$ cat config.mk
export PLATFORM = sky130hd
export DESIGN_NAME = cpu_sequencer
export DESIGN_NICKNAME = d
export VERILOG_FILES = /design/src/rtl/cpu_sequencer.sv
export SDC_FILE = /design/constraint.sdc
export NUM_CORES = 1
export LEC_CHECK = 0
export CAP_MARGIN = 40
export CORE_ASPECT_RATIO = 1.4
export CORE_MARGIN = 8
export CORE_UTILIZATION = 58
export DETAILED_ROUTE_END_ITERATION = 16
export PLACE_DENSITY = 0.78
export SLEW_MARGIN = 20
export SYNTH_ARGS = -nofsm -noshare
export SYNTH_HDL_FRONTEND = slang
export SYNTH_SLANG_ARGS = --single-unit
$ cat constraint.sdc
create_clock -name CLK -period 3.5 [get_ports CLK]
set_clock_uncertainty 0.15 [all_clocks]
set_input_delay 0.35 -clock CLK [delete_from_list [all_inputs] [get_ports CLK]]
set_output_delay 0.35 -clock CLK [all_outputs]
set_load 0.02 [all_outputs]
$ cat src/rtl/cpu_sequencer.sv
// cpu_sequencer
//   Program sequencer for the 9-bit-instruction 4-bit CPU. Holds a small
//   loadable program memory and issues one word per cycle to the CPU.
//   When it is not issuing a real word it drives NOP (AND $0,$0,$0 = 0).
//
// Ports
//   CLK, RST     clock; synchronous active-high reset
//   LdEn/LdAddr/LdData   program-memory write port, accepted in IDLE only
//   Start        begin execution at address 0, accepted in IDLE only
//   Abort        stop execution, RUN only (wins over issue)
//   StepMode     1 = issue only on cycles where Step is high
//   Step         single-step request
//   Instruction  registered word to the CPU (NOP when not issuing)
//   InstrValid   Instruction holds a real program word this cycle
//   PC           address of the next word to fetch
//   IssueCount   number of words issued since the last Start
//   Busy, Done   decode of the FSM state (RUN, DONE); IDLE is neither.
//
// Handshake: Start is a request sampled on a rising edge while IDLE; it
// is not queued. Busy rises after that edge. Done is a one-cycle pulse
// that marks the end of a run, after which the sequencer is IDLE again.
module cpu_sequencer #(
  parameter int AW    = 4,
  parameter int DEPTH = 16,
  parameter int IW    = 9
) (
  input  logic          CLK,
  input  logic          RST,
  input  logic          LdEn,
  input  logic [AW-1:0] LdAddr,
  input  logic [IW-1:0] LdData,
  input  logic          Start,
  input  logic          Abort,
  input  logic          StepMode,
  input  logic          Step,
  output logic [IW-1:0] Instruction,
  output logic          InstrValid,
  output logic [AW-1:0] PC,
  output logic [AW:0]   IssueCount,
  output logic          Busy,
  output logic          Done
);

  typedef enum logic [1:0] {
    ST_IDLE = 2'd0,
    ST_RUN  = 2'd1,
    ST_DONE = 2'd2
  } state_t;

  localparam logic [IW-1:0] NOP       = '0;
  localparam logic [2:0]    OP_HALT   = 3'b101;
  localparam logic [AW-1:0] LAST_ADDR = AW'(DEPTH - 1);

  state_t        state_q, state_d;
  logic [AW-1:0] pc_q, pc_d;
  logic [IW-1:0] instr_q, instr_d;
  logic          valid_q, valid_d;
  logic [AW:0]   cnt_q, cnt_d;
  // Set when the last memory word has been issued. The run then ends on
  // the following edge, so the last word is seen on Instruction for a full
  // cycle before DONE, and DONE itself always shows NOP.
  logic          end_q, end_d;
  logic          mem_we;

  logic [IW-1:0] mem [DEPTH];
  logic [IW-1:0] fetch_word;
  logic          issue;

  assign fetch_word = mem[pc_q];
  assign issue      = !StepMode || Step;

  always_comb begin
    state_d = state_q;
    pc_d    = pc_q;
    instr_d = NOP;
    valid_d = 1'b0;
    cnt_d   = cnt_q;
    end_d   = end_q;
    mem_we  = 1'b0;
    case (state_q)
      ST_IDLE: begin
        mem_we = LdEn;
        if (Start) begin
          state_d = ST_RUN;
          pc_d    = '0;
          cnt_d   = '0;
          end_d   = 1'b0;
        end
      end
      ST_RUN: begin
        if (Abort || end_q) begin
          state_d = ST_DONE;
        end else if (issue) begin
          if (fetch_word[IW-1 -: 3] == OP_HALT) begin
            // HALT is undefined on the CPU, so it is never forwarded.
            state_d = ST_DONE;
          end else begin
            instr_d = fetch_word;
            valid_d = 1'b1;
            cnt_d   = cnt_q + 1'b1;
            if (pc_q == LAST_ADDR) end_d = 1'b1;  // no wrap, PC holds
            else                   pc_d  = pc_q + 1'b1;
          end
        end
      end
      ST_DONE: begin
        state_d = ST_IDLE;
      end
      default: begin
        state_d = ST_IDLE;
      end
    endcase
  end

  always_ff @(posedge CLK) begin
    if (RST) begin
      state_q <= ST_IDLE;
      pc_q    <= '0;
      instr_q <= NOP;
      valid_q <= 1'b0;
      cnt_q   <= '0;
      end_q   <= 1'b0;
    end else begin
      state_q <= state_d;
      pc_q    <= pc_d;
      instr_q <= instr_d;
      valid_q <= valid_d;
      cnt_q   <= cnt_d;
      end_q   <= end_d;
    end
  end

  // Program memory has no reset; a write in the Start cycle lands before
  // the first fetch one edge later.
  always_ff @(posedge CLK) begin
    if (mem_we && !RST) mem[LdAddr] <= LdData;
  end

  assign Instruction = instr_q;
  assign InstrValid  = valid_q;
  assign PC          = pc_q;
  assign IssueCount  = cnt_q;
  assign Busy        = (state_q == ST_RUN);
  assign Done        = (state_q == ST_DONE);

endmodule
# After elaboration in Yosys (flattened, before gate mapping)
# Memories as Yosys holds them, arrays and structs flattened. A register that Yosys moved wholly into a read port is not among the register bits.
# Index checks and enable logic that the tools add are counted.
[word_totals] register_bits=22 latch_bits=0 ramBits=144 rom_bits=0 out_inout_bits=21 wordCells=64 n_memories=1
[mem_list] memory="mem" depth=16 word_bits=9 rd=1 rd_ports_with_merged_regs=1 write_ports=1 line="65" text="logic [IW-1:0] mem [DEPTH];"
[op_classes] add_sub_neg=2 mul=0 div_mod_pow=0 order_cmp=0 eq_ne=12 n_shift=0 mux=28 n_bitwise=2 n_reduce_logical=13
[ops] op="$mux W4" count=7
[ops] op="$mux W5" count=4
[ops] op="$reduce_and A6 Y1" count=2
[ops] op="$pmux W5 S2" count=1
[ops] op="$mux W1" count=9
[ops] op="$mux W2" count=4
[ops] op="$ne A2 B2 Y1 const B" count=4
[ops] op="$pmux W4 S2" count=1
[ops] op="$ne A3 B1 Y1 const B" count=2
[ops] op="$add A5 B1 Y5 const B" count=1
[ops] op="$reduce_and A5 Y1" count=1
[ops] op="$reduce_or A5 Y1" count=1
[ops] op="$add A4 B1 Y4 const B" count=1
[ops] op="$eq A4 B4 Y1 const B" count=1
[ops] op="$ne A2 B1 Y1 const B" count=2
[ops] op="$pmux W2 S2" count=1
[ops] op="$reduce_or A4 Y1" count=1
[ops] op="$eq A3 B3 Y1 const B" count=1
[ops] op="$reduce_and A3 Y1" count=1
[ops] op="$eq A2 B1 Y1 const B" count=1
[ops] op="$eq A2 B2 Y1 const B" count=1
[ops] op="$logic_not A1 Y1" count=2
[ops] op="$logic_not A2 Y1" count=1
[ops] op="$logic_or A1 B1 Y1" count=2
[ops] op="other kinds (4)" count=5

# Logic depth before layout (Yosys ltp)
# Gate-level depths: netlist of the first run.
[depth] ltp_word=8 depth_mapped=10 depth_no_buf=6

# Worst setup path after synthesis of the first run
# OpenSTA, ideal clock, no wires.
[synth_path] path_type="register to register" startpoint="register with a tool-made name" endpoint="register pc_q[1] (netlist: PC[1])" setup_ps=69 arrival_ps=2337 t_required_ps=3281 setup_slack_ps=944 path_stages_with_launch=11 period_less_slack_ps=2556 cell_sequence="dfxtp_1 -> clkbuf_1 -> clkbuf_1 -> mux4_2 -> a22oi_1 -> nand2_1 -> and3_1 -> buf_6 -> or3_1 -> buf_6 -> o21ai_1"
[synth_lines] item="end signal, assigned" line="125" text="pc_q <= pc_d;"
[synth_lines] item="end, declared" line="55" text="logic [AW-1:0] pc_q, pc_d;"

==> flow_metrics.env, run 1 <==
export IMPL_status="completed"
export IMPL_place_area_sq_um=7212
export IMPL_hold_viol_final=0
export IMPL_rows=46
export IMPL_clk_latency_ns=0.43
export IMPL_hpwl_microns=8384
export IMPL_synth_area_leader_cell="edfxtp_1"
export IMPL_io_pins=41
export IMPL_cts_htree_levels=4
export IMPL_nFillCells=706
export IMPL_fin_setup_tns_ns=0
export IMPL_numCtsBuffers=17
export IMPL_synth_top_cell_area_share=0.6616
export IMPL_grt_overflow_total=0
export IMPL_synthSimpleGateAreaFrac=0.05877
export IMPL_synth_edff_count=144
export IMPL_die_x_microns=105.7
export IMPL_route_met2_wl_microns=7253
export IMPL_yosysMostFrequentCell="edfxtp_1"
export IMPL_antenna_found_initial=0
export IMPL_netlist_area_sq_um=6536
export IMPL_port_buffers=40
export IMPL_synth_area_per_cell_sq_um=19.40
export IMPL_highest_layer="met4"
export IMPL_reg2reg_slack_ns=0.56
export IMPL_wirelength_microns=13270
export IMPL_grt_pass1_vias=3541
export IMPL_whs_endpoint="IssueCount[4]"
export IMPL_hold_path_startpoint="IssueCount[4]"
export IMPL_yosys_warnings=0
export IMPL_ctsHoldBuffers=0
export IMPL_path_clk_slew_ns=0.07
export IMPL_drt_initial_drc_count=233
export IMPL_p_per_area_nw_per_um2=536.2
export IMPL_timing_rr_end="Instruction[5]"
export IMPL_fin_area_sq_um=7789
export IMPL_antenna_left=0
export IMPL_start_util=0.5854
export IMPL_peakVddDrop_v=0.0003458
export IMPL_synth_seq_cells=170
export IMPL_cts_resized=0
export IMPL_core_sq_um=11170
export IMPL_finalSetupViolCount=0
export IMPL_grt_pass1_wl_microns=20580
export IMPL_end_kind="flip-flop"
export IMPL_avgRoutedWirePerCell_microns=23.57
export IMPL_critPathMaxFanout=15
export IMPL_dieArea_sq_um=14970
export IMPL_hold_slack_ns=0.3393
export IMPL_synth_xor_xnor_area_share=0
export IMPL_die_h_microns=141.6
export IMPL_synth_flop_cell="edfxtp_1"
export IMPL_period_minus_slack_ns=2.940
export IMPL_track_usage=0.1893
export IMPL_clock_path_buffers=2
export IMPL_area_growth_syn_to_layout_pct=19.16
export IMPL_vias_per_cell=6.137
export IMPL_globalplace_congestion=0.8449
export IMPL_ys_top_cells_by_count="edfxtp_1, mux4_2, dfxtp_1"
export IMPL_register_area_sq_um=4846
export IMPL_worstPathArrival_ns=3.12
export IMPL_synth_nets=359
export IMPL_hold_path_depth=2
export IMPL_rr_worst_depth=6
export IMPL_syn_inst=337
export IMPL_maxSlewViolCount=0
export IMPL_clock_root_buffer="clkbuf_16"
export IMPL_synth_top_cells_by_area="edfxtp_1, mux4_2, dfxtp_1, mux4_1, nor2b_1"
export IMPL_min_period_over_period=0.8400
export IMPL_async_flop_share=0
export IMPL_synth_top_family_by_area="multiplexers"
export IMPL_grt_max_degree=23
export IMPL_fmax_mhz=340.1
export IMPL_drc=0
export IMPL_synth_cell_types=37
export IMPL_hp_class="reg2reg"
export IMPL_worstSetupStartpointType="flip-flop"
export IMPL_slew_headroom=0.5078
export IMPL_synth_mux_area_frac=0.1482
export IMPL_final_nets=428
export IMPL_vias=3455
export IMPL_cts_sinks=170
export IMPL_firstDrtPassIters=4
export IMPL_critPathKind="reg2reg"
export IMPL_antenna_cells=0
export IMPL_met1_length_microns=4815
export IMPL_post_route_util=0.6976
export IMPL_ys_seq_area_frac=0.7412
export IMPL_rsz0062_at_grt="false"
export IMPL_cap_viol_max_count=0
export IMPL_wl_met3_microns=855
export IMPL_cts_tree="done"
export IMPL_cts_setup_buffers=0
export IMPL_multi_input_area_sq_um=1594
export IMPL_p_leak_nw=2.482
export IMPL_synthAdderAreaFrac=0.003828
export IMPL_synth_compound_area_frac=0.03312
export IMPL_required_ns=3.68
export IMPL_tightest_slew_ns=0.7373
export IMPL_finalPower_mw=4.176
export IMPL_layout_drive_gt1_share=0.2243
placed cells by master, fill, tap and decap left out, drive strengths merged, types with 9 or more instances in the layout:
cell / n
a21oi: 9
buf: 24
clkbuf: 18
clkdlybuf4s50: 40
dfxtp: 26
edfxtp: 144
inv: 9
mux4: 42
nand2: 10
nor2: 17
nor2b: 11
state kept, by name, summed over array words and instances (netlist names), named ones only:
name / cells
InstrValid: 1
Instruction: 9
IssueCount: 5
PC: 4
end_q: 1
mem: 144
state_q: 2
worst max path at each step:
| stage | to | slack [ns] | cells past startpoint |
|---|---|---|---|
| final | Instruction[5] | 0.56 | 6 |
| after floorplan | PC[1] | 0.94 | 10 |
| after global placement | PC[1] | 0.75 | 6 |
| after detailed placement | PC[2] | 0.66 | 6 |
| after CTS | Instruction[5] | 0.55 | 6 |
| after global routing | Instruction[5] | 0.42 | 6 |
layout make-up:
cell class,count,share of cell area
Sequential cell,170,0.6222
Multi-Input combinational cell,150,0.2047
Timing Repair Buffer,64,0.07454
Clock buffer,18,0.05639
Tap cell,144,0.02313
Clock inverter,14,0.01767
Inverter,3,0.001446
per-layer routing:
layer / vias up / global-route usage
li1: 1514 / -
met1: 1781 / 0.2098
met2: 135 / 0.3309
met3: 25 / 0.04857
met4: 0 / 0.09145
met5: - / 0
metrics by stage:
step                      std cells  worst slack (ns)
after global placement          531            0.7550
after CTS                       563            0.5493
after detailed placement        531            0.6623
after global routing            563            0.4246
final                           563            0.5598
after floorplan                 337            0.9436
logic make-up after synthesis:
group	after synthesis
DFF	170
and+or+nand+nor	73
muxes	42
AOI/OAI and AO/OA	33
buffers and inverters	17
adders and majority gates	2
critical path: stages (launching register included):
cell and delay [ns]:
dfxtp_2 0.63, mux4_1 0.63, a22oi_1 0.20, nand2_1 0.12, and3_1 0.27, or3_1 0.56, nor2b_1 0.27
where the power goes:
part	internal, mW	switching (mW)	total [mW]
combinational	0.0691	0.0836	0.153
clock	1.01	0.791	1.80
sequential	2.21	0.00991	2.22
Note: power is estimated with default switching activity, not from simulation.
==> run 2: changes to the inputs <==
==> constraint.sdc (replaced) <==
create_clock -name CLK -period 2.88 [get_ports CLK]
set_clock_uncertainty 0.15 [all_clocks]
set_input_delay 0.288 -clock CLK [delete_from_list [all_inputs] [get_ports CLK]]
set_output_delay 0.288 -clock CLK [all_outputs]
set_load 0.02 [all_outputs]
==> run 2 against run 1 <==
Against the previous run: design area is 0.69% higher; clock-buffer cell count up 7; sequential power up 22%; global-route usage down 0.076 points; sequential share of layout area is 0.39 points lower; worst hold slack improved by 0.0035 ns; critical path type unchanged; largest power group unchanged; highest routed layer unchanged.
==> flow_metrics.env, run 2 (synthesis gave the netlist of run 1 again) <==
export IMPL_numCtsBuffers=17
export IMPL_hold_viol_final=0
export IMPL_io_pins=41
export IMPL_worstPathArrival_ns=2.76
export IMPL_cts_sinks=170
export IMPL_antenna_cells=0
export IMPL_grt_max_degree=37
export IMPL_final_nets=431
export IMPL_rsz0062_at_grt="false"
export IMPL_required_ns=3.07
export IMPL_hold_path_startpoint="end_q"
export IMPL_grt_pass1_vias=3653
export IMPL_fmax_mhz=389.9
export IMPL_finalSetupViolCount=0
export IMPL_p_per_area_nw_per_um2=648.5
export IMPL_worstSetupStartpointType="flip-flop"
export IMPL_nFillCells=690
export IMPL_hpwl_microns=8492
export IMPL_clock_path_buffers=2
export IMPL_reg2reg_slack_ns=0.32
export IMPL_start_util=0.5854
export IMPL_layout_drive_gt1_share=0.2275
export IMPL_rows=46
export IMPL_whs_endpoint="end_q"
export IMPL_maxSlewViolCount=0
export IMPL_timing_rr_end="Instruction[0]"
export IMPL_vias=3457
export IMPL_antenna_left=0
export IMPL_port_buffers=40
export IMPL_hold_path_depth=2
export IMPL_clock_root_buffer="clkbuf_16"
export IMPL_critPathKind="reg2reg"
export IMPL_end_kind="flip-flop"
export IMPL_wirelength_microns=13180
export IMPL_peakVddDrop_v=0.0005178
export IMPL_die_x_microns=105.7
export IMPL_min_period_over_period=0.8905
export IMPL_firstDrtPassIters=4
export IMPL_layout_common_cells="edfxtp_1, clkdlybuf4s50_1, mux4_2"
export IMPL_drc=0
export IMPL_cts_htree_levels=4
export IMPL_vias_per_cell=6.108
export IMPL_cts_tree="done"
export IMPL_post_route_util=0.7024
export IMPL_clk_latency_ns=0.42
export IMPL_largest_reg_flops=144
export IMPL_p_leak_nw=2.523
export IMPL_path_clk_slew_ns=0.06
export IMPL_avgRoutedWirePerCell_microns=23.29
export IMPL_area_growth_syn_to_layout_pct=19.98
export IMPL_hp_class="reg2reg"
export IMPL_top_register="mem"
export IMPL_grt_pass1_wl_microns=20490
export IMPL_critPathMaxFanout=13
export IMPL_drt_initial_drc_count=200
export IMPL_rr_worst_depth=6
export IMPL_globalplace_congestion=0.8272
export IMPL_fin_setup_tns_ns=0
export IMPL_cap_viol_max_count=0
export IMPL_tightest_slew_ns=0.5665
export IMPL_track_usage=0.1886
export IMPL_slew_headroom=0.6212
export IMPL_dieArea_sq_um=14970
export IMPL_antenna_found_initial=0
export IMPL_status="completed"
export IMPL_layout_commonest_cell="edfxtp_1"
export IMPL_die_h_microns=141.6
export IMPL_ctsHoldBuffers=0
export IMPL_grt_overflow_total=0
export IMPL_core_sq_um=11170
export IMPL_period_minus_slack_ns=2.565
run 2: cell count changes in the layout (fill, tap and decap cells not counted), moves of 2 or more:
cell	delta
clkbuf_1	+3
inv_4	+2
clkinvlp_4	-3
buf_4	+2
inv_6	-3
clkbuf_16	+3
clkinv_2	+2
clkinv_4	-2
run 2: cell type report:
class,instances,area [sq um],area share
inverters,3,11.26,0.001436
clock buffers,25,539.3,0.06876
repair buffers,67,615.6,0.07849
flip-flops and latches,170,4848,0.6182
clock inverters,7,48.80,0.006222
well taps,144,180.2,0.02297
multi-input cells,150,1599,0.2039
run 2: metal layers:
metal  track usage  routed length, microns  vias up
li1              -                       -     1529
met1        0.2037                    4718     1752
met2        0.3246                    7065      150
met3       0.05583                     979       26
met4        0.1026                     416        0
met5             0                       0        -
run 2: how the worst max path moves through the flow:
stage | startpoint | to | slack, ns
6_report | flip-flop | Instruction[0] | 0.32
5_1_grt | flip-flop | flip-flop | 0.06
4_1_cts | flip-flop | Instruction[0] | 0.004
3_5_place_dp | flip-flop | Instruction[1] | 0.09
3_3_place_gp | flip-flop | flip-flop | 0.17
2_1_floorplan | flip-flop | PC[1] | 0.32
run 2: metrics by stage:
| step | std cells | worst slack, ns | total power, mW | instance area [sq um] | hold slack (ns) |
|---|---|---|---|---|---|
| CTS | 566 | 0.003557 | 5.110 | 7835 | 0.3473 |
| detailed placement | 534 | 0.08879 | 2.936 | 7247 | 0.3375 |
| global placement | 534 | 0.1730 | 2.929 | 7247 | 0.3074 |
| floorplan | 337 | 0.3236 | 2.841 | 6536 | 0.2142 |
| global route | 566 | 0.06015 | 5.225 | 7843 | 0.3679 |
| finish | 566 | 0.3155 | 5.086 | 7843 | 0.3427 |
run 2: what timing repair did:
action | CTS | global route
endpoints found under the setup margin | 0 | 9
resized for setup | 0 | 2
buffers inserted | 0 | 0
run 2: worst max-delay path: stages, from the launching register on:
cell	delay, ns
dfxtp_4	0.48
mux4_1	0.58
a22oi_1	0.22
nand2_1	0.13
and3_1	0.29
or3_4	0.44
nor2b_1	0.20
run 2: report_power, final:
group | total [mW] | internal, mW | switching (mW)
combinational | 0.188 | 0.0852 | 0.103
sequential | 2.70 | 2.68 | 0.0111
clock | 2.20 | 1.31 | 0.891
total | 5.09 | 4.08 | 1.01
==> run 3: changes to the inputs <==
==> constraint.sdc (replaced) <==
create_clock -name CLK -period 2.75 [get_ports CLK]
set_clock_uncertainty 0.15 [all_clocks]
set_input_delay 0.275 -clock CLK [delete_from_list [all_inputs] [get_ports CLK]]
set_output_delay 0.275 -clock CLK [all_outputs]
set_load 0.02 [all_outputs]
==> run 3 against run 2 <==
Against the previous run: design area up 0.86%; routed wire length grew 3.5%; flip-flop and latch count unchanged; largest power group unchanged; worst hold slack worse by 0.0044 ns; register-to-register slack lost 0.16 ns; final cell count rose by 1.6%; power rose by 5.7%; sequential share of layout area shrank 0.56 points; first-iteration DRC count is 23% higher; via count up 1.9%; non-clock buffer count up 9; worst setup slack lost 0.16 ns.
==> flow_metrics.env, run 3 (synthesis gave the netlist of run 1 again) <==
export IMPL_combPwrFrac=0.039
export IMPL_period_minus_slack_ns=2.593
export IMPL_antenna_left=0
export IMPL_avgRoutedWirePerCell_microns=23.72
export IMPL_status="completed"
export IMPL_hold_slack_ns=0.3383
export IMPL_p_per_area_nw_per_um2=679.8
export IMPL_die_h_microns=141.6
export IMPL_antenna_cells=0
export IMPL_hold_path_depth=2
export IMPL_p_leak_nw=2.569
export IMPL_port_buffers=40
export IMPL_die_x_microns=105.7
export IMPL_p_int_mw=4.317
export IMPL_drt_initial_drc_count=245
export IMPL_worstPathArrival_ns=2.76
export IMPL_layout_common_cells="edfxtp_1, clkdlybuf4s50_1, mux4_2"
export IMPL_cts_resized=0
export IMPL_cap_viol_max_count=0
export IMPL_clock_path_buffers=2
export IMPL_place_area_sq_um=7315
export IMPL_start_util=0.5854
export IMPL_top_register="mem"
export IMPL_worstSetupStartpointType="flip-flop"
export IMPL_cts_tree="done"
export IMPL_grt_pass1_wl_microns=21170
export IMPL_min_period_over_period=0.9430
export IMPL_io_pins=41
export IMPL_dieArea_sq_um=14970
export IMPL_peakVddDrop_v=0.0004782
export IMPL_end_kind="flip-flop"
export IMPL_grt_max_degree=25
export IMPL_rr_worst_depth=7
export IMPL_hold_viol_final=0
export IMPL_path_clk_slew_ns=0.06
export IMPL_required_ns=2.92
export IMPL_hpwl_microns=8709
export IMPL_track_usage=0.1924
export IMPL_vias=3524
export IMPL_rsz0062_at_grt="false"
export IMPL_numCtsBuffers=17
export IMPL_wirelength_microns=13640
export IMPL_firstDrtPassIters=4
export IMPL_post_route_util=0.7084
export IMPL_largest_reg_flops=144
export IMPL_critPathMaxFanout=14
export IMPL_globalplace_congestion=0.7759
export IMPL_hold_path_startpoint="end_q"
export IMPL_hp_class="reg2reg"
export IMPL_ctsHoldBuffers=0
export IMPL_clock_root_buffer="clkbuf_16"
export IMPL_fmax_mhz=385.6
export IMPL_critPathKind="reg2reg"
export IMPL_fin_setup_tns_ns=0
export IMPL_drc=0
export IMPL_grt_overflow_total=0
export IMPL_tightest_slew_ns=0.6324
export IMPL_core_sq_um=11170
export IMPL_grt_pass1_vias=3730
export IMPL_switchingPower_mw=1.060
export IMPL_swShare=0.1972
export IMPL_cts_sinks=170
export IMPL_p_seq_frac=0.524
export IMPL_fin_area_sq_um=7910
export IMPL_finalSetupViolCount=0
export IMPL_layout_commonest_cell="edfxtp_1"
export IMPL_cts_htree_levels=4
export IMPL_antenna_found_initial=0
export IMPL_whs_endpoint="end_q"
export IMPL_reg2reg_slack_ns=0.16
export IMPL_finalPower_mw=5.378
export IMPL_final_nets=440
export IMPL_vias_per_cell=6.129
export IMPL_cts_setup_buffers=0
export IMPL_clk_latency_ns=0.41
export IMPL_slew_headroom=0.5771
export IMPL_area_growth_syn_to_layout_pct=21.02
export IMPL_p_clk_frac=0.437
export IMPL_layout_drive_gt1_share=0.2413
export IMPL_rows=46
export IMPL_maxSlewViolCount=0
-- run 3: layout make-up --
cell class | count | area, sq um
flip-flops and latches | 170 | 4846
multi-input cells | 150 | 1594
fillers | 706 | 3256
clock inverters | 8 | 81.33
clock buffers | 24 | 514.2
repair buffers | 76 | 683.2
inverters | 3 | 11.26
well taps | 144 | 180.2
-- run 3: worst max-delay path, cell delays in order, from the launching register on --
cell	delay (ns)
dfxtp_2	0.34
buf_12	0.16
mux4_1	0.58
a22oi_1	0.20
nand2_1	0.13
a41oi_1	0.49
a21oi_1	0.18
a211oi_1	0.26
-- run 3: per-stage QoR --
step                      instances  setup WS (ns)
after floorplan                 337         0.1936
after global placement          543         0.2364
after detailed placement        543         0.2077
after CTS                       575         0.1659
after global routing            575       0.007468
final                           575         0.1567
-- run 3: layer usage --
metal | global-route usage | wire length, microns | up-vias
li1 | - | - | 1546
met1 | 0.2372 | 5527 | 1802
met3 | 0.04585 | 822 | 28
met4 | 0.08550 | 397 | 0
met5 | 0 | 0 | -
met2 | 0.3164 | 6891 | 148
-- run 3: worst max path at each step --
| stage | cells after the start | endpoint | slack, ns | from |
|---|---|---|---|---|
| after floorplan | 10 | PC[1] | 0.19 | flip-flop |
| after global placement | 8 | PC[1] | 0.24 | flip-flop |
| after detailed placement | 7 | flip-flop | 0.21 | flip-flop |
| after CTS | 7 | flip-flop | 0.17 | flip-flop |
| after global routing | 7 | flip-flop | 0.007 | flip-flop |
| final | 7 | flip-flop | 0.16 | flip-flop |
-- run 3: power groups by stage --
stage | Combinational [mW] | Sequential (mW) | Clock (mW)
after floorplan | 0.0982 | 2.88 | 0
after global placement | 0.200 | 2.87 | 0
after detailed placement | 0.209 | 2.88 | 0
after CTS | 0.211 | 2.82 | 2.38
after global routing | 0.226 | 2.82 | 2.49
final | 0.209 | 2.82 | 2.35
